==> config.mk <==
export PLATFORM = sky130hd
export DESIGN_NAME = btn_conditioner
export DESIGN_NICKNAME = d
export VERILOG_FILES = /design/src/rtl/btn_conditioner.sv
export SDC_FILE = /design/constraint.sdc
export NUM_CORES = 1
export LEC_CHECK = 0
export CORE_UTILIZATION = 60
export CTS_BUF_LIST = sky130_fd_sc_hd__clkbuf_8
export DETAILED_ROUTE_END_ITERATION = 16
export MAX_ROUTING_LAYER = met4
export PLACE_DENSITY = 0.75
export SLEW_MARGIN = 0
export SYNTH_ARGS = -nofsm -noshare
export SYNTH_HDL_FRONTEND = slang
export SYNTH_SLANG_ARGS = --single-unit
==> constraint.sdc <==
create_clock -name i_clk -period 3.55 [get_ports i_clk]
set_input_delay 0.5325 -clock i_clk [delete_from_list [all_inputs] [get_ports i_clk]]
set_output_delay 0.5325 -clock i_clk [all_outputs]
set_load 0.02 [all_outputs]
==> src/rtl/btn_conditioner.sv <==
// btn_conditioner: synchronises, debounces and auto-repeats a raw push-button into one-cycle press strobes.
module btn_conditioner #(
  parameter int SYNC_STAGES     = 2,
  parameter int DEBOUNCE_CYCLES = 10000,
  parameter int REPEAT_EN       = 1,
  parameter int REPEAT_DELAY    = 500000,
  parameter int REPEAT_PERIOD   = 100000
) (
  input  logic i_clk,
  input  logic i_reset,
  input  logic i_btn,
  output logic o_pulse,
  output logic o_level,
  output logic o_held
);
  localparam int M1 = DEBOUNCE_CYCLES > REPEAT_DELAY ? DEBOUNCE_CYCLES : REPEAT_DELAY;
  localparam int MAXP = M1 > REPEAT_PERIOD ? M1 : REPEAT_PERIOD;
  localparam int CW = $clog2(MAXP + 1);
  localparam logic [CW-1:0] DEB_LAST = CW'(DEBOUNCE_CYCLES - 1);
  localparam logic [CW-1:0] DLY = CW'(REPEAT_DELAY);
  localparam logic [CW-1:0] PER = CW'(REPEAT_PERIOD);
  typedef enum logic [1:0] {IDLE, PRESS_WAIT, PRESSED, RELEASE_WAIT} state_t;
  state_t state;
  logic [SYNC_STAGES-1:0] sync;
  logic [CW-1:0] deb_cnt, rep_cnt, rep_nxt;
  logic rep_phase, rep_hit, rep_fire, s;
  assign s = sync[SYNC_STAGES-1];
  always_ff @(posedge i_clk or posedge i_reset)
    if (i_reset) sync <= '0;
    else sync <= {sync[SYNC_STAGES-2:0], i_btn};
  // a repeat point landing right after a strobe is held off one cycle so strobes never touch
  always_comb begin
    rep_nxt = rep_cnt + CW'(1);
    rep_hit = rep_nxt == (rep_phase ? PER : DLY);
    rep_fire = rep_hit && !o_pulse;
  end
  always_ff @(posedge i_clk or posedge i_reset)
    if (i_reset) begin
      state <= IDLE;
      deb_cnt <= '0;
      rep_cnt <= '0;
      rep_phase <= 1'b0;
      o_pulse <= 1'b0;
      o_level <= 1'b0;
      o_held <= 1'b0;
    end else begin
      o_pulse <= 1'b0;
      case (state)
        IDLE, PRESS_WAIT:
          if (!s) begin
            state <= IDLE;
            deb_cnt <= '0;
          end else if (deb_cnt == DEB_LAST) begin
            state <= PRESSED;
            deb_cnt <= '0;
            rep_cnt <= '0;
            rep_phase <= 1'b0;
            o_level <= 1'b1;
            o_pulse <= 1'b1;
          end else begin
            state <= PRESS_WAIT;
            deb_cnt <= deb_cnt + CW'(1);
          end
        default:
          if (!s) begin
            if (deb_cnt == DEB_LAST) begin
              state <= IDLE;
              deb_cnt <= '0;
              o_level <= 1'b0;
              o_held <= 1'b0;
            end else begin
              state <= RELEASE_WAIT;
              deb_cnt <= deb_cnt + CW'(1);
            end
          end else begin
            state <= PRESSED;
            deb_cnt <= '0;
            if (rep_fire) begin
              rep_cnt <= '0;
              rep_phase <= 1'b1;
              o_held <= 1'b1;
              o_pulse <= REPEAT_EN != 0;
            end else if (!rep_hit) rep_cnt <= rep_nxt;
          end
      endcase
    end
endmodule

==> out/metrics.yaml, run 1 <==
run_status:
  status: "completed"
power:
  switching_share: 0.235
  p_comb_frac: 0.024
  switching_power_uw: 202
  intPower_uw: 658
  clkPwrFrac: 0.371
  p_per_area_nw_per_um2: 301
  seq_power_share: 0.605
  ir_drop_v: 0.000234
  static-leakage-power_uw: 0.00133
  finalPower_uw: 860
synth:
  synth-xor-area-share: 0.0797
  synthAdderAreaFrac: 0.0137
  ys_top_cells_by_count: "45 x dfrtp_1, 29 x nor2_1, 18 x nand2_1, 17 x nand3_1"
  synth-simple-area-share: 0.279
  syn_avg_cell_area_um2: 9.65
  synth_edf_count: 0
  ys_top_cells_by_area: "dfrtp_1 41%, xor2_1 4.5%, nor2_1 4.0%, xnor2_1 3.5%, and3_1 3.2%"
  synth_top_flop_cell: "dfrtp_1"
  ys_ff_latch: 45
  ys_seq_area_frac: 0.410
  synth_top_family_by_area: "simple AND/OR/NAND/NOR gates"
  syn_inst: 285
  synth_fp_nets: 291
  yosysTopAreaCellShare: 0.410
  yosysUniqueCellTypes: 63
  ys_warn_count: 0
  synth-compound-area-share: 0.166
  synthMuxAreaShare: 0.00819
  yosysMostFrequentCell: "dfrtp_1"
  async_flop_share: 1.00
  synth_area_leader_cell: "dfrtp_1"
  syn_area_um2: 2750
worst_setup_path:
  path_max_fanout: 19
  worstPathArrival_ns: 3.33
  crit_chain: "ha_1 > and4_1 > nand4_4 > or3_4 > a21oi_1 > and4_1 > o2111ai_1 > o21ai_4 > mux2_2"
  slowest_stage: "o21ai_4"
  startpoint_type: "register"
  cp.required_ns: 3.80
  cpMostUsedCell: "and4_1"
  path_class: "register to register"
  endpoint_kind: "register"
  critPathBufInv: 0
  critPathMaxStageDelay_ns: 0.51
  path_delay_family: "simple AND/OR/NAND/NOR gates"
clock_network:
  cts_buffer_depth: 2
  clkSlewWorstSetupHoldPaths_ns: 0.10
  ctsResizeCount: 0
  cts_sinks: 45
  cts.htree.levels: 2
  clkLatencyLatePin_ns: 0.31
  hold_buffers: 0
  post-cts-setup-buffer-count: 0
  cts_buffers: 5
  root_buffer: "clkbuf_8"
  cts_tree: "yes"
placement:
  place_area_um2: 2770
  numPortBuffers: 5
  hpwlAfterDp_mm: 3.74
  place_congestion: 0.889
  pre_cts_ws_ns: 0.506
global_routing:
  grt_max_degree: 46
  grt_pass1_vias: 2052
  track_usage: 0.249
  gr-total-overflow: 0
  antenna_found_initial: 0
  grt_pass1_wl_mm: 9.49
timing:
  drv_slew: 0
  fin_crit_ns: 3.08
  holdWs_ns: 0.381
  max_freq_mhz: 324
  fin_ws_ns: 0.465
  report.final.setup_viol: 0
  clock_skew_ns: 0.0177
  fin_crit_sh: 0.869
  slew_headroom: 0.394
  rsz0062_at_grt: "false"
  worst_pin_slew_ns: 0.908
  tns_ns: 0
  finalHoldViolations: 0
floorplanning:
  die_w_um: 69.7
  num_rows: 24
  core_um2: 4380
  fp.dieH_um: 69.7
  initial_utilization: 0.627
  io_pins: 6
  dieArea_um2: 4860
cells_and_area:
  drive_gt1_frac: 0.103
  design_area_um2: 2860
  area_growth_pct: 3.96
  nNetsFinal: 287
  diodes: 0
routing:
  drc: 0
  ant_nets: 0
  drt_iter0_markers: 152
  avgRoutedWirePerCell_um: 16.2
  dr.pass1.iters: 4
  wl_mm: 5.41
  via_per_inst: 6.25
  vias: 2087
min_path:
  hold_path_class: "register to register"
run:
  drv_cap: 0
[worst paths after layout]
| path | slack, ns | start | cells after the start | end |
|---|---|---|---|---|
| min reg2reg | 0.38 | sync[0]$_DFF_PP0_ | 0 | sync[1]$_DFF_PP0_ |
| max reg2reg | 0.47 | rep_cnt[0]$_DFFE_PP0P_ | 9 | rep_cnt[0]$_DFFE_PP0P_ |
| min | 0.38 | sync[0]$_DFF_PP0_ | 0 | sync[1]$_DFF_PP0_ |
| min in group asynchronous | 0.74 | i_reset | 2 | deb_cnt[6]$_DFF_PP0_ |
| max | 0.47 | rep_cnt[0]$_DFFE_PP0P_ | 9 | rep_cnt[0]$_DFFE_PP0P_ |
| max in group asynchronous | 2.24 | i_reset | 2 | deb_cnt[18]$_DFF_PP0_ |
[layout make-up]
type	count	area (um2)
Sequential cell	45	1130
Inverter	7	26.3
Fill cell	366	1530
Multi-Input combinational cell	217	1500
Tap cell	52	65.1
Timing Repair Buffer	5	50.0
Clock inverter	3	18.8
Clock buffer	5	68.8
[state kept, by name, indices dropped and copies added (netlist names)]
name	count
o_pulse	1
rep_phase	1
state	1
rep_cnt	19
deb_cnt	19
o_level	1
sync	2
o_held	1
[routing by layer]
layer  GRT usage  vias up  routed length, um
met5           -        -                  0
met4      0.0800        0                 81
met3      0.0451        9                132
met2       0.409       28               2670
met1       0.315     1017               2520
li1            -     1033                  -
[per-stage QoR]
| step | std cells | utilization |
|---|---|---|
| 6_report | 334 | 0.652 |
| 3_3_place_gp | 326 | 0.632 |
| 4_1_cts | 334 | 0.652 |
| 5_1_grt | 334 | 0.652 |
| 2_1_floorplan | 285 | - |
| 3_5_place_dp | 326 | 0.632 |
[cells in the final DEF, fill, tap and decap left out, drive strengths merged, types with 3 or more instances in the layout]
cell	n
and4	7
nor3b	4
xnor2	11
clkbuf	5
a22o	4
o21ai	7
a21oi	7
xor2	14
nor2	29
nor3	15
nand3	17
o211a	3
a211o	10
ha	3
nand2b	3
clkdlybuf4s50	5
and3	16
nand2	18
inv	8
nand4	8
and2	5
dfrtp	45
[power by group through the flow]
stage	sequential, uW	clock (uW)	combinational, uW
finish	520	319	20.6
detailed placement	530	0	21.9
CTS	520	318	21.8
global route	520	341	24.6
floorplan	528	0	16.6
global placement	530	0	21.1
[logic make-up after synthesis]
logic type	count (synthesis)
buffers and inverters	23
adders and majority gates	3
muxes	2
and+or+nand+nor	134
xor gates and xnor gates	25
DFF	45
AOI/OAI and AO/OA	53
[worst register-to-register path, delay by kind of cell (launching register included)]
| kind | cells | cell delay [ns] |
|---|---|---|
| flops | 1 | 0.45 |
| mux | 1 | 0.26 |
| compound gates | 3 | 0.87 |
| fa+ha+maj | 1 | 0.29 |
| simple gates | 4 | 1.15 |
No activity file was read; power rests on OpenSTA's default activity.
==> run 2, diff against run 1 <==
--- a/config.mk
+++ b/config.mk
@@ -5,11 +5,11 @@
 export SDC_FILE = /design/constraint.sdc
 export NUM_CORES = 1
 export LEC_CHECK = 0
-export CORE_UTILIZATION = 60
+export CORE_UTILIZATION = 24
 export CTS_BUF_LIST = sky130_fd_sc_hd__clkbuf_8
 export DETAILED_ROUTE_END_ITERATION = 16
 export MAX_ROUTING_LAYER = met4
-export PLACE_DENSITY = 0.75
+export PLACE_DENSITY = 0.36
 export SLEW_MARGIN = 0
 export SYNTH_ARGS = -nofsm -noshare
 export SYNTH_HDL_FRONTEND = slang
==> out/metrics.yaml, run 2 (synthesis results as in run 1) <==
run_status:
  status: "completed"
global_routing:
  grt_max_degree: 46  # unchanged
  met3_usage: 0.0251  # -0.0200
  grt_pass1_wl_mm: 11.0  # +16%
  grt_pass1_vias: 2106  # +2.6%
  antenna_found_initial: 0  # unchanged
  gr-usage-met1: 0.163  # -0.151
  use_met2: 0.194  # -0.215
  busiest_layer: "met2"
  gr-total-overflow: 0  # unchanged
  track_usage: 0.125  # -0.124
worst_setup_path:
  path_max_fanout: 19  # unchanged
  startpoint_type: "register"
  cp.required_ns: 3.81  # about the same
  endpoint_kind: "register"
  worstPathArrival_ns: 3.43  # +0.10 ns
  path_class: "register to register"
cells_and_area:
  area_growth_pct: 8.42
  seqCellArea_um2: 1130  # unchanged
  drive_gt1_frac: 0.110  # +0.00670
  multi_input_area_um2: 1500  # unchanged
  reg_top3: "deb_cnt x19, rep_cnt x19, sync x2"
  nNetsFinal: 289  # +0.70%
  final_common_cell: "dfrtp_1"
  final_cells: 423  # +27%
  final_cell_mix: "45 x dfrtp_1, 29 x nor2_1, 18 x nand2_1"
  utilization: 0.271  # -0.380
  diodes: 0  # unchanged
  design_area_um2: 2980  # +4.3%
  fill_cells: 1173  # +220%
clock_network:
  ctsResizeCount: 0  # unchanged
  cts.htree.levels: 2  # unchanged
  root_buffer: "clkbuf_8"
  post-cts-setup-buffer-count: 0  # unchanged
  cts_buffer_depth: 2  # unchanged
  cts_sinks: 45  # unchanged
  hold_buffers: 0  # unchanged
  cts_tree: "yes"
  clkSlewWorstSetupHoldPaths_ns: 0.09  # about the same
  cts_buffers: 5  # unchanged
  clkLatencyLatePin_ns: 0.32  # about the same
floorplanning:
  initial_utilization: 0.250  # -0.377
  core_um2: 11000  # +150%
  io_pins: 6  # unchanged
  die_w_um: 109  # +56%
  dieArea_um2: 11900  # +140%
  fp.dieH_um: 109  # +56%
  num_rows: 38  # +58%
timing:
  rsz0062_at_grt: "false"
  tns_ns: 0  # unchanged
  finalHoldViolations: 0  # unchanged
  drv_slew: 0  # unchanged
  fin_crit_sh: 0.894  # +0.0255
  report.final.setup_viol: 0  # unchanged
  holdWs_ns: 0.355  # -0.0257 ns
  max_freq_mhz: 315  # -2.8%
  slew_headroom: 0.330  # -0.0642
  clock_skew_ns: 0.0115  # -0.00620 ns
  fin_crit_ns: 3.18  # +0.0904 ns
  worst_pin_slew_ns: 1.00  # +0.0962 ns
placement:
  post-place-cells: 416  # +28%
  hpwlAfterDp_mm: 4.52  # +21%
  numPortBuffers: 5  # unchanged
  place_area_um2: 2900  # +4.5%
  place_congestion: 0.771  # -13%
routing:
  vias: 2081  # -0.29%
  avgRoutedWirePerCell_um: 15.3  # -5.5%
  drt_iter0_markers: 133  # -13%
  via_per_inst: 4.92  # -21%
  wl_mm: 6.47  # +20%
  dr.pass1.iters: 4  # unchanged
  ant_nets: 0  # unchanged
  drc: 0  # unchanged
power:
  static-leakage-power_uw: 0.00134  # +0.72%
  p_per_area_nw_per_um2: 296  # -1.5%
  ir_drop_v: 0.000128  # -45%
run:
  drv_cap: 0  # unchanged
min_path:
  hold_path_class: "register to register"
run 2: cell types whose count changed in the layout (fill, tap and decap cells not counted), sizes merged:
cell      previous run  this run
clkinv               0         1
inv                  8         7
clkinvlp             2         1
buf                  0         2
run 2: worst max-delay path: stages (launching register included):
cell and delay, ns:
dfrtp_1 0.44, ha_1 0.30, and4_1 0.40, nand4_4 0.17
o21ai_2 0.27, nand3_1 0.16, a2111oi_2 0.31, o2111ai_1 0.26
o21ai_4 0.54, mux2_2 0.26
run 2: final timing paths:
kind	startpoint	to	slack, ns	depth (start not counted)
min	sync[0]$_DFF_PP0_	sync[1]$_DFF_PP0_	0.36	0
min reg2reg	sync[0]$_DFF_PP0_	sync[1]$_DFF_PP0_	0.36	0
max	rep_cnt[0]$_DFFE_PP0P_	rep_cnt[0]$_DFFE_PP0P_	0.37	9
min in group asynchronous	i_reset	o_pulse$_DFF_PP0_	0.77	2
max in group asynchronous	i_reset	rep_cnt[6]$_DFFE_PP0P_	2.17	2
max reg2reg	rep_cnt[0]$_DFFE_PP0P_	rep_cnt[0]$_DFFE_PP0P_	0.37	9
run 2: layer usage:
layer / up-vias / wire length (um)
li1: 1032 / -
met1: 1012 / 3260
met2: 27 / 2940
met3: 10 / 175
met4: 0 / 93
met5: - / 0
run 2: power by group:
group          internal [uW]  leakage (uW)  total, uW  switching [uW]
Sequential               516      0.000622        520            3.59
Clock                    136     0.0000402        342             205
Combinational           5.54      0.000673       21.6            16.1
Total                    658       0.00134        883             225
run 2: final cells by class:
class                           count  share of cell area
Clock buffer                        5              0.0231
Clock inverter                      2             0.00546
Inverter                            7             0.00882
Multi-Input combinational cell    217               0.504
Sequential cell                    45               0.378
Tap cell                          140              0.0588
Timing Repair Buffer                7              0.0218
run 2: per-stage QoR:
stage | power [uW] | setup WS (ns)
floorplan | 544 | 0.836
global placement | 553 | 0.458
detailed placement | 553 | 0.375
CTS | 901 | 0.341
global route | 916 | 0.0987
finish | 883 | 0.375
==> run 3, diff against run 2 <==
--- a/config.mk
+++ b/config.mk
@@ -7,6 +7,7 @@
 export LEC_CHECK = 0
 export CORE_UTILIZATION = 24
 export CTS_BUF_LIST = sky130_fd_sc_hd__clkbuf_8
+export CTS_CLUSTER_DIAMETER = 40
 export DETAILED_ROUTE_END_ITERATION = 16
 export MAX_ROUTING_LAYER = met4
 export PLACE_DENSITY = 0.36
==> results of run 3 <==
The final DEF is identical to that of run 2; final timing and power are the same.
